File: config.mk
export PLATFORM = sky130hd
export DESIGN_NAME = fifo_write
export DESIGN_NICKNAME = d
export VERILOG_FILES = /design/src/rtl/fifo_write_pkg.sv /design/src/rtl/fifo_write.sv
export SDC_FILE = /design/constraint.sdc
export NUM_CORES = 1
export LEC_CHECK = 0
export CAP_MARGIN = 20
export CORE_UTILIZATION = 28
export CTS_CLUSTER_SIZE = 12
export DETAILED_ROUTE_END_ITERATION = 16
export GPL_ROUTABILITY_DRIVEN = 0
export GPL_TIMING_DRIVEN = 0
export PLACE_DENSITY_LB_ADDON = 0.12
export SYNTH_ARGS = -nofsm -noshare
export SYNTH_HDL_FRONTEND = slang
export SYNTH_SLANG_ARGS = --single-unit
File: constraint.sdc
create_clock -name sys_clk -period 1.69 [get_ports sys_clk]
set_clock_uncertainty 0.2 [all_clocks]
set_input_delay 0.338 -clock sys_clk [delete_from_list [all_inputs] [get_ports sys_clk]]
set_output_delay 0.338 -clock sys_clk [all_outputs]
set_load 0.01 [all_outputs]
File: src/rtl/fifo_write_pkg.sv
// Definitions shared by the FIFO loopback traffic generators (write and read controllers).
package fifo_write_pkg;

    localparam int FIFO_DATA_W = 8;
    localparam int BURST_CNT_W = 16;

    localparam logic [1:0] ST_IDLE  = 2'd0;
    localparam logic [1:0] ST_WAIT  = 2'd1;
    localparam logic [1:0] ST_WRITE = 2'd2;

    // Bits needed for a counter that must reach cycles-1 (never narrower than one bit).
    function automatic int delay_cnt_w(input int cycles);
        if (cycles > 1) begin
            return $clog2(cycles);
        end else begin
            return 1;
        end
    endfunction

endpackage

File: src/rtl/fifo_write.sv
// Write-side traffic generator: waits for a nearly drained FIFO, settles, then bursts an
// incrementing byte pattern until the FIFO is nearly full.
module fifo_write
    import fifo_write_pkg::*;
#(
    parameter int                DATA_W    = FIFO_DATA_W,
    parameter int                DELAY_CYC = 10,
    parameter logic [DATA_W-1:0] DATA_INIT = '0
) (
    input  logic                   sys_clk,
    input  logic                   sys_rst,
    input  logic                   wr_rst_busy,
    input  logic                   almost_empty,
    input  logic                   almost_full,
    input  logic                   full,
    output logic                   fifo_wr_en,
    output logic [DATA_W-1:0]      fifo_wdata,
    output logic                   burst_done,
    output logic [BURST_CNT_W-1:0] burst_cnt
);

    localparam int               CNT_W    = delay_cnt_w(DELAY_CYC);
    localparam logic [CNT_W-1:0] CNT_LAST = CNT_W'(DELAY_CYC - 1);

    logic [1:0]             state_q, state_d;
    logic [CNT_W-1:0]       dly_q, dly_d;
    logic                   wr_en_q, wr_en_d;
    logic [DATA_W-1:0]      wdata_q, wdata_d;
    logic                   done_q, done_d;
    logic [BURST_CNT_W-1:0] bcnt_q, bcnt_d;
    logic                   trig_s;
    logic                   stop_s;
    logic                   burst_end_s;

    assign trig_s = almost_empty && !wr_rst_busy;
    // The stop is registered: the write already on the bus completes into the reserved slot.
    assign stop_s = almost_full || full || wr_rst_busy;

    // FSM next state, settle counter and write enable.
    always_comb begin
        state_d     = state_q;
        dly_d       = dly_q;
        wr_en_d     = wr_en_q;
        burst_end_s = 1'b0;
        case (state_q)
            ST_IDLE: begin
                wr_en_d = 1'b0;
                dly_d   = '0;
                if (trig_s) begin
                    state_d = ST_WAIT;
                end else begin
                    state_d = ST_IDLE;
                end
            end
            ST_WAIT: begin
                wr_en_d = 1'b0;
                if (wr_rst_busy) begin
                    state_d = ST_IDLE;
                    dly_d   = '0;
                end else if (dly_q == CNT_LAST) begin
                    state_d = ST_WRITE;
                    wr_en_d = 1'b1;
                    dly_d   = '0;
                end else begin
                    dly_d = dly_q + CNT_W'(1);
                end
            end
            ST_WRITE: begin
                if (stop_s) begin
                    state_d     = ST_IDLE;
                    wr_en_d     = 1'b0;
                    burst_end_s = 1'b1;
                end else begin
                    wr_en_d = 1'b1;
                end
            end
            default: begin
                state_d = ST_IDLE;
                wr_en_d = 1'b0;
                dly_d   = '0;
            end
        endcase
    end

    // Pattern advances once per presented write and survives across bursts.
    always_comb begin
        if (wr_en_q) begin
            wdata_d = wdata_q + DATA_W'(1);
        end else begin
            wdata_d = wdata_q;
        end
    end

    // Burst completion pulse and wrapping burst counter.
    always_comb begin
        done_d = burst_end_s;
        if (burst_end_s) begin
            bcnt_d = bcnt_q + BURST_CNT_W'(1);
        end else begin
            bcnt_d = bcnt_q;
        end
    end

    // State and output registers.
    always_ff @(posedge sys_clk or posedge sys_rst) begin
        if (sys_rst) begin
            state_q <= ST_IDLE;
            dly_q   <= '0;
            wr_en_q <= 1'b0;
            wdata_q <= DATA_INIT;
            done_q  <= 1'b0;
            bcnt_q  <= '0;
        end else begin
            state_q <= state_d;
            dly_q   <= dly_d;
            wr_en_q <= wr_en_d;
            wdata_q <= wdata_d;
            done_q  <= done_d;
            bcnt_q  <= bcnt_d;
        end
    end

    assign fifo_wr_en = wr_en_q;
    assign fifo_wdata = wdata_q;
    assign burst_done = done_q;
    assign burst_cnt  = bcnt_q;

endmodule

Word level (Yosys, flattened, before mapping)
Cells that the tools add are included.

operators by class
  multiplexer cells = 14
  reduce and logical (&&, ||, !) cells = 6
  add/sub/neg operators = 3
  equality and inequality tests = 5

operators by type and width
  kind                                            count
  adder 16 x 1 -> 16 bit (second input constant)  1
  adder 8 x 1 -> 8 bit (second input constant)    1
  two-way mux 4 bit                               2
  case mux 4 bit (2 select lines)                 1
  two-way mux 1 bit                               6
  two-way mux 2 bit                               3
  case mux 2 bit (3 select lines)                 1
  adder 4 x 1 -> 4 bit (second input constant)    1
  == test 4 bit (second input constant)           1
  inequality test 3 bit (second input constant)   1
  == test 2 x 1 -> 1 bit (second input constant)  1
  == test 2 bit (second input constant)           1
  zero test 2 bit                                 1
  logical OR 1 bit                                2
  inequality test 2 bit (second input constant)   1
  case mux 1 bit (2 select lines)                 1
  AND reduction 2 bit                             1
  logical AND 1 bit                               1
  zero test 1 bit                                 1

storage, ports and cells
  word-level logic and storage cells = 34
  flip-flop bits (word level) = 32
  input port bits = 6

Longest topological paths before layout
Gate-level depths: netlist of run 1.

  depth after elaboration = 4
  depth in mapped cells = 6
  depth with buffers taken out = 6

Worst setup path before layout of run 1
No wires, ideal clock.

  kind = reg2reg
  from = reg state_q[0]
  to = reg bcnt_q[11] (netlist: burst_cnt[11])
  arrival = 1.507 ns
  cell stages (with the launch flop) = 7
  slack = -0.097 ns
  path buffers = 0
  cell sequence = dfrtp_1 -> inv_1 -> ha_1 -> nand3_1 -> or4_4 -> nor2_1 -> xor2_1

between the ends
  word-level cells in the longest chain between the ends = 2

ends and longest elaborated chain
  what                    line               source
  start, declared         fifo_write.sv:25   logic [1:0] state_q, state_d;
  start signal, assigned  fifo_write.sv:114  state_q <= state_d;
  == test 2 bit           fifo_write.sv:45   case (state_q)
  two-way mux 1 bit       fifo_write.sv:45
  end signal, assigned    fifo_write.sv:119  bcnt_q <= bcnt_d;
  end, declared           fifo_write.sv:30   logic [BURST_CNT_W-1:0] bcnt_q, bcnt_d;

No other way between the ends.
A chain may end at the register's enable or synchronous reset.

Worst setup path after layout of run 1
  from = reg state_q[0]
  to = reg bcnt_q[9] (netlist: burst_cnt[9])

The elaborated chain is that of the path after synthesis.

==> summary.txt, run 1 <==
Logic synthesis
  • Predominant post-synthesis flop cell: dfrtp_1
  • Top cells by area, synth: dfrtp_1 (54%), xnor2_1 (8.3%), ha_1 (5.9%), xor2_1 (4.7%), nand2_1 (3.5%)
  • Most common cell in the netlist: dfrtp_1
  • Post-synthesis net count: 147
  • Sequential-to-total area share from yosys stat: between 50% and 60%
  • Cell taking the most area after synthesis: dfrtp_1
  • Syn Inst Count: approximately 130
  • #FFs+latches synth: 32
  • Avg Inst Size Synth: 11.1 µm²
  • FFs w/ async S/R, synth: 100%
  • Post-synth top area share: between 50% and 60%
  • Yosys warns: 0
  • Syn Std Cell Area: 0.00148 mm²
  • Synth cell count leaders: dfrtp_1 (32), nand2_1 (14), xnor2_1 (14)
  • Synth unique cells: 28
  • EDFF count, synth: 0

Timing
  • Worst slew pin tran: 0.536 ns
  • Slew HR: ~64%
  • Final setup viols: 3
  • Max Clock Freq: ~580 MHz
  • RSZ-0062 raised after global routing: true
  • Hold Fails Final Rpt: 0
  • Period utilization: 102%
  • Slew Limit Fails: 0
  • Hold WS: between 0.2 and 0.25 ns
  • Final min period: ~1.7 ns
  • Final WS setup: -0.0287 ns

CTS
  • # hold bufs at CTS: 0
  • Clock Latency Late Sink: 0.28 ns
  • CTS buffer count: 5
  • CTS Root Cell: clkbuf_8
  • Clk slew on worst S/H paths: 0.07 ns
  • CTS sink count: 32
  • Bufs on Longest Clock Path: 2
  • CTS tree: done
  • CTS H-tree lvls: 2

Pwr
  • Lkg Pwr: 1.11 nW
  • VDD IR max: 0.000432 V
  • Pwr Density: ~740 mW/mm²

Layout
  • Multi-input gate area: roughly 700 µm²
  • Share of layout cells above drive strength 1: about a quarter
  • Filler Cells Inserted: a little over 500
  • Core Util, Final: about 44%
  • P&R area growth vs syn: 51.0%
  • Sequential Area: roughly 800 µm²
  • Final nets: roughly 210
  • Antenna Cells: 0

Drt
  • Vias: roughly 1.2k
  • ANT nets after route: 0
  • Post-DR wirelength/cell: ~12 µm
  • Post-route DRC: 0
  • DRT iter0 DRCs: between 40 and 50
  • First drt pass iteration count: 4
  • DR vias/cell: 4.40
  • Final WL: between 3000 and 4000 µm

Status
  • Failing checks: setup timing
  • Status: complete, but fails checks

GRT
  • Initial antenna violation count: 0
  • First-pass GRT wire length: roughly 4900 µm
  • GRT overflow: 0
  • GRT Total Usage: 12.1%
  • Vias in the first global route: 1068
  • Largest net degree at the start of global routing: 22

Critical path
  • Crit Path Max Fanout: 4
  • Critical Path AT: ~1.7 ns
  • CP Launch Type: register
  • Worst EP required: between 1.5 and 2 ns
  • Kind of critical path: register to register
  • CP Capture Type: register

Die
  • Ports: 32
  • Rows: 26
  • Die area: between 0.005 and 0.006 mm²
  • Initial core utilization: roughly 29%
  • Core area: 0.00511 mm²
  • Die height: 74.7 µm
  • Die W: roughly 75 µm

Placed design
  • PortBufs: 31
  • Final HPWL DP: about 2100 µm

Min path
  • Hold Crit Class: input pin to async pin

Job
  • Number of max-cap violations: 0
-- repair_timing --
item                                    CTS  global route
gates resized for setup                  33             8
hold endpoints to repair                  0             0
endpoints found under the setup margin   36             8
pin swaps                                 6             4
setup buffers                            16             6
-- through the flow --
step	power [W]	setup slack (ns)	cell area, µm²	TNS (ns)	instances
floorplan	0.000826	0.00746	1500	0	134
global placement	0.000857	-0.423	1900	-17.11	235
detailed placement	0.000867	-0.455	1920	-5.89	236
CTS	0.00170	-0.114	2160	-0.291	260
global route	0.00174	-0.129	2240	-0.495	266
finish	0.00166	-0.0287	2240	-0.0833	266
-- path summary, 6_finish.rpt --
check	startpoint	to	slack [ns]	cells past startpoint
max in group asynchronous	sys_rst	fifo_wr_en$_DFF_PP0_	0.58	3
worst min register to register	fifo_wdata[7]$_DFFE_PP0P_	fifo_wdata[7]$_DFFE_PP0P_	0.27	1
worst max register to register	state_q[0]$_DFFE_PP0P_	burst_cnt[9]$_DFFE_PP0P_	-0.03	6
worst max-delay path	state_q[0]$_DFFE_PP0P_	burst_cnt[9]$_DFFE_PP0P_	-0.03	6
worst min-delay path	sys_rst	burst_cnt[10]$_DFFE_PP0P_	0.20	2
min in group sys_clk	fifo_wdata[7]$_DFFE_PP0P_	fifo_wdata[7]$_DFFE_PP0P_	0.27	1
-- area by class of cell --
type                       instances  area share, %
buffer                             1          0.224
clock buffer                       7           4.31
clock inverter                     1           1.34
inverter                           5          0.839
multi-input combinational         96           32.0
sequential                        32           36.0
tap                               70           3.91
timing repair buffer              54           21.4
-- sequential cells by signal, indices dropped and copies added, names as in the netlist --
signal / cells
dly_q: 4
state_q: 2
burst_done: 1
fifo_wr_en: 1
burst_cnt: 16
fifo_wdata: 8
-- logic make-up after synthesis --
| logic type | share of synthesized area, % |
|---|---|
| muxes | 1.52 |
| xor gates and xnor gates | 13.0 |
| and+or+nand+nor | 18.8 |
| DFF | 54.1 |
| buffers and inverters | 1.60 |
| adders and majority gates | 5.91 |
| AOI/OAI and AO/OA | 5.15 |
-- cells in the final DEF (no fill, tap or decap), types with 4 or more instances in the layout --
cell type	Yosys	routed
dfrtp_1	32	29
nor2_1	13	10
xor2_1	8	8
clkbuf_8	0	7
ha_1	7	6
nand4_1	6	6
dlygate4sd2_1	0	27
xnor2_1	14	14
inv_1	5	4
nand3_1	8	7
buf_4	0	21
nand2_1	14	14
-- layer usage --
layer | track usage, % | wire, µm | part of all wire, % | up-vias
met5 | 0 | 0 | 0 | -
met4 | 5.03 | 38 | 1.2 | 0
met1 | 15.4 | 1440 | 46 | 559
met2 | 18.7 | 1500 | 48 | 30
met3 | 4.15 | 140 | 4.5 | 6
li1 | - | - | - | 575
-- power by group --
| group | internal, W | total, W | leakage (nW) | switching, W |
|---|---|---|---|---|
| clock network | 0.000520 | 0.000799 | 0.0645 | 0.000279 |
| logic | 0.0000444 | 0.0000888 | 0.626 | 0.0000444 |
| registers | 0.000773 | 0.000777 | 0.419 | 0.00000445 |
-- worst max-delay path, stage by stage, from the launching register on --
cell,delay [ns]
dfrtp_1,0.39
inv_2,0.08
ha_4,0.14
nand3_2,0.07
or4_4,0.49
nor2_2,0.12
xor2_1,0.14
(Power assumes the default switching activity.)
==> run 2, diff against run 1 <==
--- a/config.mk
+++ b/config.mk
@@ -12,6 +12,7 @@
 export GPL_ROUTABILITY_DRIVEN = 0
 export GPL_TIMING_DRIVEN = 0
 export PLACE_DENSITY_LB_ADDON = 0.12
+export SKIP_LAST_GASP = 1
 export SYNTH_ARGS = -nofsm -noshare
 export SYNTH_HDL_FRONTEND = slang
 export SYNTH_SLANG_ARGS = --single-unit
==> summary.txt, run 2 (synthesized netlist as in run 1, its figures left out) <==
Timing
  • Slew Limit Fails: 0 (unchanged)
  • Worst slew pin tran: 0.535 ns (-0.000437 ns)
  • Hold Fails Final Rpt: 0 (unchanged)
  • Final setup viols: 3 (unchanged)
  • Final min period: 1.72 ns (+0.0000521 ns)
  • Slew HR: 64.3% (about the same)
  • Max Clock Freq: 582 MHz (about the same)
  • Final WS setup: -0.0287 ns (-0.0000521 ns)
  • Period utilization: 102% (about the same)
  • RSZ-0062 raised after global routing: true

Critical path
  • Critical path's largest stage delay: 0.49 ns (about the same)
  • Slowest CP cell: or4_4
  • Worst EP required: 1.69 ns (about the same)
  • Crit-path leading delay family: simple AND/OR/NAND/NOR gates
  • CP Launch Point: state_q[0]$_DFFE_PP0P_
  • CP Launch Type: register
  • Worst r2r src: state_q[0]$_DFFE_PP0P_
  • CP Capture Type: register
  • Buffers & Inverters on Critical Path: 1 (unchanged)
  • Crit Path Max Fanout: 4 (unchanged)
  • CP Cell Sequence: inv_2 > ha_4 > nand3_2 > or4_4 > nor2_2 > xor2_1
  • Critical Path AT: 1.72 ns (about the same)
  • Kind of critical path: register to register

Job
  • Number of max-cap violations: 0 (unchanged)

GRT
  • First-pass GRT wire length: 4930 µm (-0.28%)
  • Largest net degree at the start of global routing: 22 (unchanged)
  • Vias in the first global route: 1066 (-0.19%)
  • GRT Total Usage: 12.0% (-0.028 points)
  • Initial antenna violation count: 0 (unchanged)
  • GRT overflow: 0 (unchanged)

CTS
  • CTS H-tree lvls: 2 (unchanged)
  • CTS buffer count: 5 (unchanged)
  • CTS Root Cell: clkbuf_8
  • CTS sink count: 32 (unchanged)
  • Clk slew on worst S/H paths: 0.07 ns (about the same)
  • Clock Latency Late Sink: 0.28 ns (about the same)
  • Bufs on Longest Clock Path: 2 (unchanged)
  • CTS tree: done

Layout
  • Share of layout cells above drive strength 1: 27.3% (+0.74 points)
  • Largest register FFs: 16 (unchanged)
  • Antenna Cells: 0 (unchanged)
  • Final nets: 210 (+0.96%)
  • Commonest non-fill, non-tap cell in the layout: dfrtp_1
  • P&R area growth vs syn: 52.3%
  • Most frequent cells in the layout: dfrtp_1 (29), dlygate4sd2_1 (26), buf_4 (23)

Placed design
  • Worst slack, placed: -0.455 ns (unchanged)
  • Final HPWL DP: 2100 µm (unchanged)
  • PortBufs: 31 (unchanged)

Die
  • Core area: 0.00511 mm² (unchanged)
  • Initial core utilization: 29.0% (unchanged)
  • Die area: 0.00559 mm² (unchanged)
  • Die height: 74.7 µm (unchanged)
  • Die W: 74.7 µm (unchanged)
  • Rows: 26 (unchanged)
  • Ports: 32 (unchanged)

Pwr
  • Lkg Pwr: 1.14 nW (+2.4%)
  • VDD IR max: 0.000432 V (about the same)
  • Tot Pwr: 0.00167 W (about the same)
  • Pwr Density: 738 mW/mm² (-0.82%)

Status
  • Failing checks: setup timing
  • Status: complete, but fails checks

Drt
  • DRT iter0 DRCs: 51 (+19%)
  • Post-DR wirelength/cell: 11.7 µm (+0.15%)
  • First drt pass iteration count: 4 (unchanged)
  • Final WL: 3150 µm (+0.90%)
  • DR vias/cell: 4.40 (about the same)
  • Post-route DRC: 0 (unchanged)
  • ANT nets after route: 0 (unchanged)
  • Vias: 1178 (+0.68%)

Min path
  • Hold Crit Class: input pin to async pin
## run 2: metal layers
layer  part of all wire, %  GRT usage (%)  vias to the layer above  routed length (µm)
met5                     0              0                        -                   0
met2                    49           18.6                       30                1530
met4                   1.2           5.03                        0                  38
li1                      -              -                      579                   -
met1                    46           15.4                      563                1440
met3                   4.5           4.15                        6                 140
## run 2: area by class of cell
| class | instances | area (µm²) |
|---|---|---|
| multi-input cells | 96 | 717 |
| plain buffers | 1 | 5.00 |
| repair buffers | 56 | 497 |
| clock inverters | 1 | 30.0 |
| fillers | 511 | 2850 |
| well taps | 70 | 87.6 |
| inverters | 5 | 18.8 |
| clock buffers | 7 | 96.3 |
| flip-flops and latches | 32 | 805 |
## run 2: report_power, final
group | switching (W) | internal [W] | leakage, nW
combinational | 0.0000444 | 0.0000444 | 0.652
clock | 0.000279 | 0.000520 | 0.0645
sequential | 0.00000445 | 0.000773 | 0.419
total | 0.000328 | 0.00134 | 1.14
## run 2: path summary, 6_finish.rpt
path,end,depth (start not counted),slack (ns)
min in group sys_clk,fifo_wdata[7]$_DFFE_PP0P_,1,0.27
setup reg to reg,burst_cnt[9]$_DFFE_PP0P_,6,-0.03
setup / recovery,burst_cnt[9]$_DFFE_PP0P_,6,-0.03
hold / removal,burst_cnt[10]$_DFFE_PP0P_,2,0.20
hold reg to reg,fifo_wdata[7]$_DFFE_PP0P_,1,0.27
max in group asynchronous,fifo_wr_en$_DFF_PP0_,3,0.58
## run 2: what timing repair did
action,in CTS,in global routing
setup endpoints to repair,36,9
pin swaps,4,5
buffers inserted,16,8
resized for setup,32,9
hold buffers,0,0
## run 2: through the flow
| step | area [µm²] | std cells | TNS [ns] | utilization [%] | hold WS [ns] |
|---|---|---|---|---|---|
| floorplan | 1500 | 134 | 0 | - | 0.254 |
| CTS | 2160 | 260 | -0.427 | 42.3 | 0.206 |
| detailed placement | 1920 | 236 | -5.89 | 37.7 | 0.262 |
| global route | 2260 | 268 | -0.489 | 44.2 | 0.257 |
| finish | 2260 | 268 | -0.0767 | 44.2 | 0.200 |
| global placement | 1900 | 235 | -17.11 | 37.1 | 0.262 |
